$ cat config.mk
export PLATFORM = sky130hd
export DESIGN_NAME = rx_bytes_mf_flat
export DESIGN_NICKNAME = d
export VERILOG_FILES = /design/src/rtl/cd_rx_pkg.sv /design/src/rtl/rx_bytes_mf_if.sv /design/src/rtl/rx_bytes_mf_filter.sv /design/src/rtl/rx_bytes_mf.sv /design/src/flat_wrapper.sv
export SDC_FILE = /design/constraint.sdc
export NUM_CORES = 1
export LEC_CHECK = 0
export CORE_MARGIN = 4
export CORE_UTILIZATION = 45
export DETAILED_ROUTE_END_ITERATION = 16
export PLACE_DENSITY = 0.73
export SLEW_MARGIN = 20
export SYNTH_ARGS = -nofsm -noshare
export SYNTH_HDL_FRONTEND = slang
export SYNTH_HIERARCHICAL = 1
export SYNTH_SLANG_ARGS = --single-unit
$ cat constraint.sdc
create_clock -name clk -period 3.5 [get_ports clk]
set_input_delay 0.7 -clock clk [delete_from_list [all_inputs] [get_ports clk]]
set_output_delay 0.7 -clock clk [all_outputs]
set_load 0.02 [all_outputs]
$ cat src/rtl/cd_rx_pkg.sv
// cd_rx_pkg: shared state encoding, frame header offsets and helpers for the rx byte assembler
package cd_rx_pkg;
    typedef enum logic [2:0] {INIT = 3'b001, DATA = 3'b010, SKIP = 3'b100} rx_state_t;
    localparam int HDR_SRC = 0;
    localparam int HDR_DST = 1;
    localparam int HDR_LEN = 2;
    localparam int OVERHEAD = 5;
    localparam logic [7:0] BROADCAST = 8'hff;
    function automatic logic [7:0] sat8(input int n);
        return n > 255 ? 8'hff : n[7:0];
    endfunction
endpackage

$ cat src/rtl/rx_bytes_mf_if.sv
// rx_bytes_mf_if: rx_des byte stream in, ping-pong RAM write port and handover out
interface rx_bytes_mf_if #(parameter int BUF_AW = 8);
    logic              des_bus_idle;
    logic [7:0]        des_data;
    logic [15:0]       des_crc_data;
    logic              des_data_clk;
    logic              des_force_wait_idle;
    logic [7:0]        wr_byte;
    logic [BUF_AW-1:0] wr_addr;
    logic              wr_clk;
    logic [7:0]        wr_flags;
    logic [BUF_AW:0]   rx_len;
    logic              switch;
    modport master(
        input  des_bus_idle, des_data, des_crc_data, des_data_clk,
        output des_force_wait_idle, wr_byte, wr_addr, wr_clk, wr_flags, rx_len, switch
    );
    modport slave(
        output des_bus_idle, des_data, des_crc_data, des_data_clk,
        input  des_force_wait_idle, wr_byte, wr_addr, wr_clk, wr_flags, rx_len, switch
    );
endinterface

$ cat src/rtl/rx_bytes_mf_filter.sv
// rx_addr_filter: source/destination accept decision with a registered promiscuous flag
module rx_addr_filter
    import cd_rx_pkg::*;
#(
    parameter int MC_EN = 1
) (
    input  logic       clk,
    input  logic       reset_n,
    input  logic [7:0] addr,
    input  logic [7:0] filter,
    input  logic [7:0] filter_m,
    output logic       prom,
    output logic       src_drop,
    output logic       dst_ok
);
    always_ff @(posedge clk or negedge reset_n)
        if (!reset_n) prom <= 1'b0;
        else prom <= filter == BROADCAST;
    assign src_drop = addr == filter && !prom;
    assign dst_ok = addr == filter || addr == BROADCAST || prom ||
                    (MC_EN != 0 && filter_m != BROADCAST && addr == filter_m);
endmodule

$ cat src/rtl/rx_bytes_mf.sv
// rx_bytes_mf: frame byte assembler with address filter, length guard and CRC-checked handover
module rx_bytes_mf
    import cd_rx_pkg::*;
#(
    parameter int BUF_AW = 8,
    parameter int MAX_LEN = 253,
    parameter int MC_EN = 1
) (
    input  logic         clk,
    input  logic         reset_n,
    input  logic [7:0]   filter,
    input  logic [7:0]   filter_m,
    input  logic         user_crc,
    input  logic         not_drop,
    input  logic         abort,
    output logic         error,
    output logic         len_err,
    rx_bytes_mf_if.master bus
);
    localparam logic [BUF_AW:0] I_SRC = (BUF_AW+1)'(HDR_SRC);
    localparam logic [BUF_AW:0] I_DST = (BUF_AW+1)'(HDR_DST);
    localparam logic [BUF_AW:0] I_LEN = (BUF_AW+1)'(HDR_LEN);
    rx_state_t state, state_n;
    logic [BUF_AW:0] byte_cnt, cnt_n, rx_len_n;
    logic [7:0] data_len, len_n, flags_n;
    logic [BUF_AW-1:0] addr_n;
    logic wclk_n, err_n, lerr_n, sw_n, fwi_n;
    logic prom, src_drop, dst_ok, last, crc_ok;

    rx_addr_filter #(.MC_EN(MC_EN)) u_filter (
        .clk, .reset_n, .addr(bus.des_data), .filter, .filter_m, .prom, .src_drop, .dst_ok
    );

    assign bus.wr_byte = bus.des_data;
    assign last = int'(byte_cnt) == int'(data_len) + OVERHEAD - 1;
    assign crc_ok = bus.des_crc_data == 16'h0 || user_crc;

    always_ff @(posedge clk or negedge reset_n)
        if (!reset_n) begin
            state <= INIT;
            byte_cnt <= '0;
            data_len <= '0;
            error <= 1'b0;
            len_err <= 1'b0;
            bus.des_force_wait_idle <= 1'b0;
            bus.wr_addr <= '0;
            bus.wr_clk <= 1'b0;
            bus.wr_flags <= '0;
            bus.rx_len <= '0;
            bus.switch <= 1'b0;
        end else begin
            state <= state_n;
            byte_cnt <= cnt_n;
            data_len <= len_n;
            error <= err_n;
            len_err <= lerr_n;
            bus.des_force_wait_idle <= fwi_n;
            bus.wr_addr <= addr_n;
            bus.wr_clk <= wclk_n;
            bus.wr_flags <= flags_n;
            bus.rx_len <= rx_len_n;
            bus.switch <= sw_n;
        end

    // Idle with nothing received keeps waiting in DATA; only a started frame is judged.
    always_comb begin
        state_n = state;
        cnt_n = byte_cnt;
        len_n = data_len;
        addr_n = bus.wr_addr;
        flags_n = bus.wr_flags;
        rx_len_n = bus.rx_len;
        {wclk_n, err_n, lerr_n, sw_n, fwi_n} = '0;
        if (abort) state_n = INIT;
        else if (state == INIT) begin
            cnt_n = '0;
            len_n = '0;
            fwi_n = !bus.des_bus_idle;
            state_n = DATA;
        end else if (state == SKIP) state_n = bus.des_bus_idle ? INIT : SKIP;
        else if (bus.des_bus_idle) begin
            if (|byte_cnt) begin
                state_n = INIT;
                err_n = int'(byte_cnt) >= 2 || prom;
                if (err_n && not_drop) begin
                    sw_n = 1'b1;
                    flags_n = sat8(int'(byte_cnt));
                    rx_len_n = byte_cnt;
                end
            end
        end else if (bus.des_data_clk) begin
            addr_n = byte_cnt[BUF_AW-1:0];
            wclk_n = !byte_cnt[BUF_AW];
            cnt_n = &byte_cnt ? byte_cnt : byte_cnt + 1'b1;
            if (byte_cnt == I_SRC) state_n = src_drop ? SKIP : DATA;
            else if (byte_cnt == I_DST) state_n = dst_ok ? DATA : SKIP;
            else if (byte_cnt == I_LEN) begin
                len_n = bus.des_data;
                lerr_n = int'(bus.des_data) > MAX_LEN;
                err_n = lerr_n;
                state_n = lerr_n ? SKIP : DATA;
            end else if (last) begin
                state_n = INIT;
                err_n = !crc_ok;
                if (crc_ok || not_drop) begin
                    sw_n = 1'b1;
                    flags_n = crc_ok ? 8'h00 : sat8(int'(byte_cnt) + 1);
                    rx_len_n = byte_cnt + 1'b1;
                end
            end
        end
    end
endmodule

$ cat src/flat_wrapper.sv
// flat-port wrapper written by rule: the top's interface ports become plain ports
module rx_bytes_mf_flat import cd_rx_pkg::*;
#(
    parameter int BUF_AW = 8,
    parameter int MAX_LEN = 253,
    parameter int MC_EN = 1
)
  (clk, reset_n, filter, filter_m, user_crc, not_drop, abort, error, len_err, bus_des_bus_idle, bus_des_data, bus_des_crc_data, bus_des_data_clk, bus_des_force_wait_idle, bus_wr_byte, bus_wr_addr, bus_wr_clk, bus_wr_flags, bus_rx_len, bus_switch);
  rx_bytes_mf_if #(.BUF_AW(BUF_AW)) bus_i ();
  input  logic clk;
  input  logic reset_n;
  input  logic [7:0] filter;
  input  logic [7:0] filter_m;
  input  logic user_crc;
  input  logic not_drop;
  input  logic abort;
  output logic error;
  output logic len_err;
  input wire logic [$bits(bus_i.des_bus_idle)-1:0] bus_des_bus_idle;
  input wire logic [$bits(bus_i.des_data)-1:0] bus_des_data;
  input wire logic [$bits(bus_i.des_crc_data)-1:0] bus_des_crc_data;
  input wire logic [$bits(bus_i.des_data_clk)-1:0] bus_des_data_clk;
  output wire logic [$bits(bus_i.des_force_wait_idle)-1:0] bus_des_force_wait_idle;
  output wire logic [$bits(bus_i.wr_byte)-1:0] bus_wr_byte;
  output wire logic [$bits(bus_i.wr_addr)-1:0] bus_wr_addr;
  output wire logic [$bits(bus_i.wr_clk)-1:0] bus_wr_clk;
  output wire logic [$bits(bus_i.wr_flags)-1:0] bus_wr_flags;
  output wire logic [$bits(bus_i.rx_len)-1:0] bus_rx_len;
  output wire logic [$bits(bus_i.switch)-1:0] bus_switch;
  assign bus_i.des_bus_idle = bus_des_bus_idle;
  assign bus_i.des_data = bus_des_data;
  assign bus_i.des_crc_data = bus_des_crc_data;
  assign bus_i.des_data_clk = bus_des_data_clk;
  assign bus_des_force_wait_idle = bus_i.des_force_wait_idle;
  assign bus_wr_byte = bus_i.wr_byte;
  assign bus_wr_addr = bus_i.wr_addr;
  assign bus_wr_clk = bus_i.wr_clk;
  assign bus_wr_flags = bus_i.wr_flags;
  assign bus_rx_len = bus_i.rx_len;
  assign bus_switch = bus_i.switch;
  rx_bytes_mf #(.BUF_AW(BUF_AW), .MAX_LEN(MAX_LEN), .MC_EN(MC_EN)) u_core (.clk(clk), .reset_n(reset_n), .filter(filter), .filter_m(filter_m), .user_crc(user_crc), .not_drop(not_drop), .abort(abort), .error(error), .len_err(len_err), .bus(bus_i));
endmodule
==> key figures <==
Outcome
  • Status: finished clean

Clocking
  • Clock tree buffer depth: 2
  • Root buf cell: clkbuf_8
  • Clock transition at path regs: 90 ps
  • Clock sink total: 51
  • CTS tree: yes
  • Postcts setup bufs: 0
  • Clk Latency, worst-skew pair: about 310 ps
  • H-tree Lvls: 2
  • Hold-fix buffers, CTS: 0
  • CTS-repair resized insts: 0
  • CTS Buf Count: 5

Logic synthesis
  • Primary FF master, synth: dfrtp_1
  • Synthesized flop and latch total: 51
  • Gate Count Post-Synth: slightly below 400
  • YS warnings: 6
  • Synth cell types: 66
  • Post-synth EDFFs: 0
  • Ys async rst share: 100%
  • Sequential area share after synthesis: between 30% and 40%
  • Syn Area/Cell: 9.08 µm²
  • Post-synth net total: 447
  • Post-Syn Area: 3570 µm²

GRT
  • Total track usage: 21.5%
  • First-pass GRT wire length: around 17 mm
  • Largest net degree at the start of global routing: 35
  • Initial antenna violation count: 0
  • Vias in the first global route: 3,342
  • Total gr overflow: 0

Layout
  • Antenna Cells: 0
  • Area of the multi-input gates: around 2000 µm²
  • Layout cell share with drive strength beyond 1: between 10% and 20%
  • Most common cell after layout, fill and taps aside: clkdlybuf4s50_1
  • Total area of sequential cells: ~1300 µm²
  • Most frequent cells in the layout: clkdlybuf4s50_1 (83), dfrtp_1 (50), o21ai_0 (33)
  • Synthesis-to-finish area growth: 26.3%
  • # fillers: 700
  • Fin nets: slightly above 500

Placed design
  • GP Congestion: 0.897
  • Hpwl dp: 7.67 mm
  • Port-buffer cells: 84
  • Pre-CTS WS: 427 ps

Route
  • Via count: 3,344
  • Drt total wl: between 10 and 15 mm
  • Mean number of vias per cell: 5.93
  • Final ANT Viol Nets: 0
  • Initial DRT Pass Iterations: 5
  • Drt drc: 0
  • DR iter-0 viols: 214
  • WL/cell: ~18 µm

Floorplan
  • Total core area: 7730 µm²
  • Cell Rows: 32
  • Die H: 97.1 µm
  • Die span in x: 97.1 µm
  • Ports: 85
  • Initial core utilization: 46.2%
  • Die Area: approximately 9400 µm²

Critical path
  • Crit-path cells: inv_1 > ha_1 > or3_1 > nand3_1 > o2111ai_1 > a2111o_1 > nand2_2 > mux2_2
  • Crit path DAT: 3220 ps
  • Slowest stage cell, crit path: dfrtp_1
  • CP required: 3700 ps
  • Setup crit end kind: flip-flop
  • CP startpoint kind: flip-flop
  • Largest delay share family, worst path: simple AND/OR/NAND/NOR gates
  • Critical path type: reg -> reg
  • CP max stage delay: between 500 and 600 ps
  • Critical path buffers and inverters: 1
  • CP max FO: 13

Timing
  • # setup viols final: 0
  • Final number of hold-violating endpoints: 0
  • Post-Route Setup TNS: 0 ps
  • Unrepaired setup endpoints after global routing: false
  • Worst-margin pin slew: 783 ps
  • Fin. max-slew vios: 0
  • Final worst clock skew: 3.31 ps
  • Min Tclk post-route: 3020 ps
  • Highest clock rate: 0.331 GHz
  • Crit path setup slack, layout: 481 ps
  • Fin crit share: 86.2%
  • Slew headroom: around 48%

Min path
  • Hold crit path type: in -> async

Flow run
  • Max-cap violation count: 0

Power
  • Design Power: 2630 µW
  • P per Cell Area: 584 nW/µm²
  • Leak: 0.00191 µW
  • Peak supply drop: between 0.2 and 0.3 mV
==> layer usage <==
layer / track usage, % / routed length [µm] / vias up
met5: 0 / 0 / -
li1: - / - / 1567
met4: 7.99 / 184 / 0
met3: 4.45 / 764 / 20
met1: 27.5 / 4170 / 1609
met2: 35.8 / 4980 / 148
==> metrics by stage <==
stage,cell area [µm²],utilization [%],instances,hold slack (ps)
floorplan,3570,-,393,404
global placement,4420,57.2,556,475
detailed placement,4420,57.2,556,471
CTS,4510,58.3,564,491
global route,4510,58.3,564,517
finish,4510,58.3,564,461
==> final cells by class <==
cell class | count | area share [%]
clock buffer | 6 | 1.61
clock inverter | 2 | 0.278
inverter | 18 | 1.50
multi-input combinational | 292 | 45.4
sequential | 51 | 28.3
tap | 102 | 2.83
timing repair buffer | 93 | 20.0
==> sequential cells by signal, summed over array words and instances (netlist names) <==
name and cells:
u_core/bus.wr_clk 1, u_core/bus.wr_flags 8, u_core/u_filter/prom 1, u_core/len_err 1, u_core/error 1, u_core/data_len 8, u_core/state 3, u_core/bus.wr_addr 8
u_core/byte_cnt 9, u_core/bus.des_force_wait_idle 1, u_core/bus.rx_len 9, u_core/bus.switch 1
==> logic make-up (layout without fill, tap and decap cells) <==
logic type / count (synthesis) / count (layout) / synth area share [%]
AO/OA/AOI/OAI: 99 / 99 / 20.2
XOR/XNOR: 25 / 25 / 6.14
adder cells (fa/ha/maj): 7 / 7 / 2.45
buffers and inverters: 50 / 119 / 6.87
flip-flops: 51 / 51 / 35.8
multiplexers: 22 / 22 / 7.12
AND/OR/NAND/NOR: 139 / 139 / 21.4
==> final timing paths <==
path,from,endpoint,slack (ps),cells after the start
hold / removal,reset_n,u_core/bus.wr_addr[3],460,1
hold reg to reg,u_core/bus.wr_addr[0],u_core/bus.wr_addr[0],490,2
max in group asynchronous,reset_n,u_core/bus.rx_len[0],2290,2
min in group clk,u_core/bus.wr_addr[0],u_core/bus.wr_addr[0],490,2
setup / recovery,u_core/byte_cnt[0],u_core/bus.wr_flags[1],480,8
setup reg to reg,u_core/byte_cnt[0],u_core/bus.wr_flags[1],480,8
==> report_power, final <==
| group | leakage (µW) | internal [µW] | switching, µW |
|---|---|---|---|
| clock | 0.0000412 | 140 | 190 |
| combinational | 0.00119 | 612 | 752 |
| sequential | 0.000679 | 753 | 184 |
==> worst reg2reg max path, stage by stage, from the launching register on <==
cell,delay [ps]
dfrtp_1,590
inv_1,160
ha_1,320
or3_1,420
nand3_1,150
o2111ai_1,140
a2111o_1,460
nand2_2,290
mux2_2,380
==> cells in the mapped netlist, drive strengths merged, types with 9 or more instances <==
library cell  number  area (µm²)
nand3             20         105
nand2             25         104
mux2              15         184
nand4             11        75.1
xor2              18         158
nor3              12        80.1
and3               9        56.3
a21oi             11        55.1
nor2              28         105
o21ai             34         170
dfrtp             50        1250
nor4              11        90.1
buf               18         125
inv               18        67.6
clkbuf            14        52.6
Note: power is estimated with default switching activity, not from simulation.
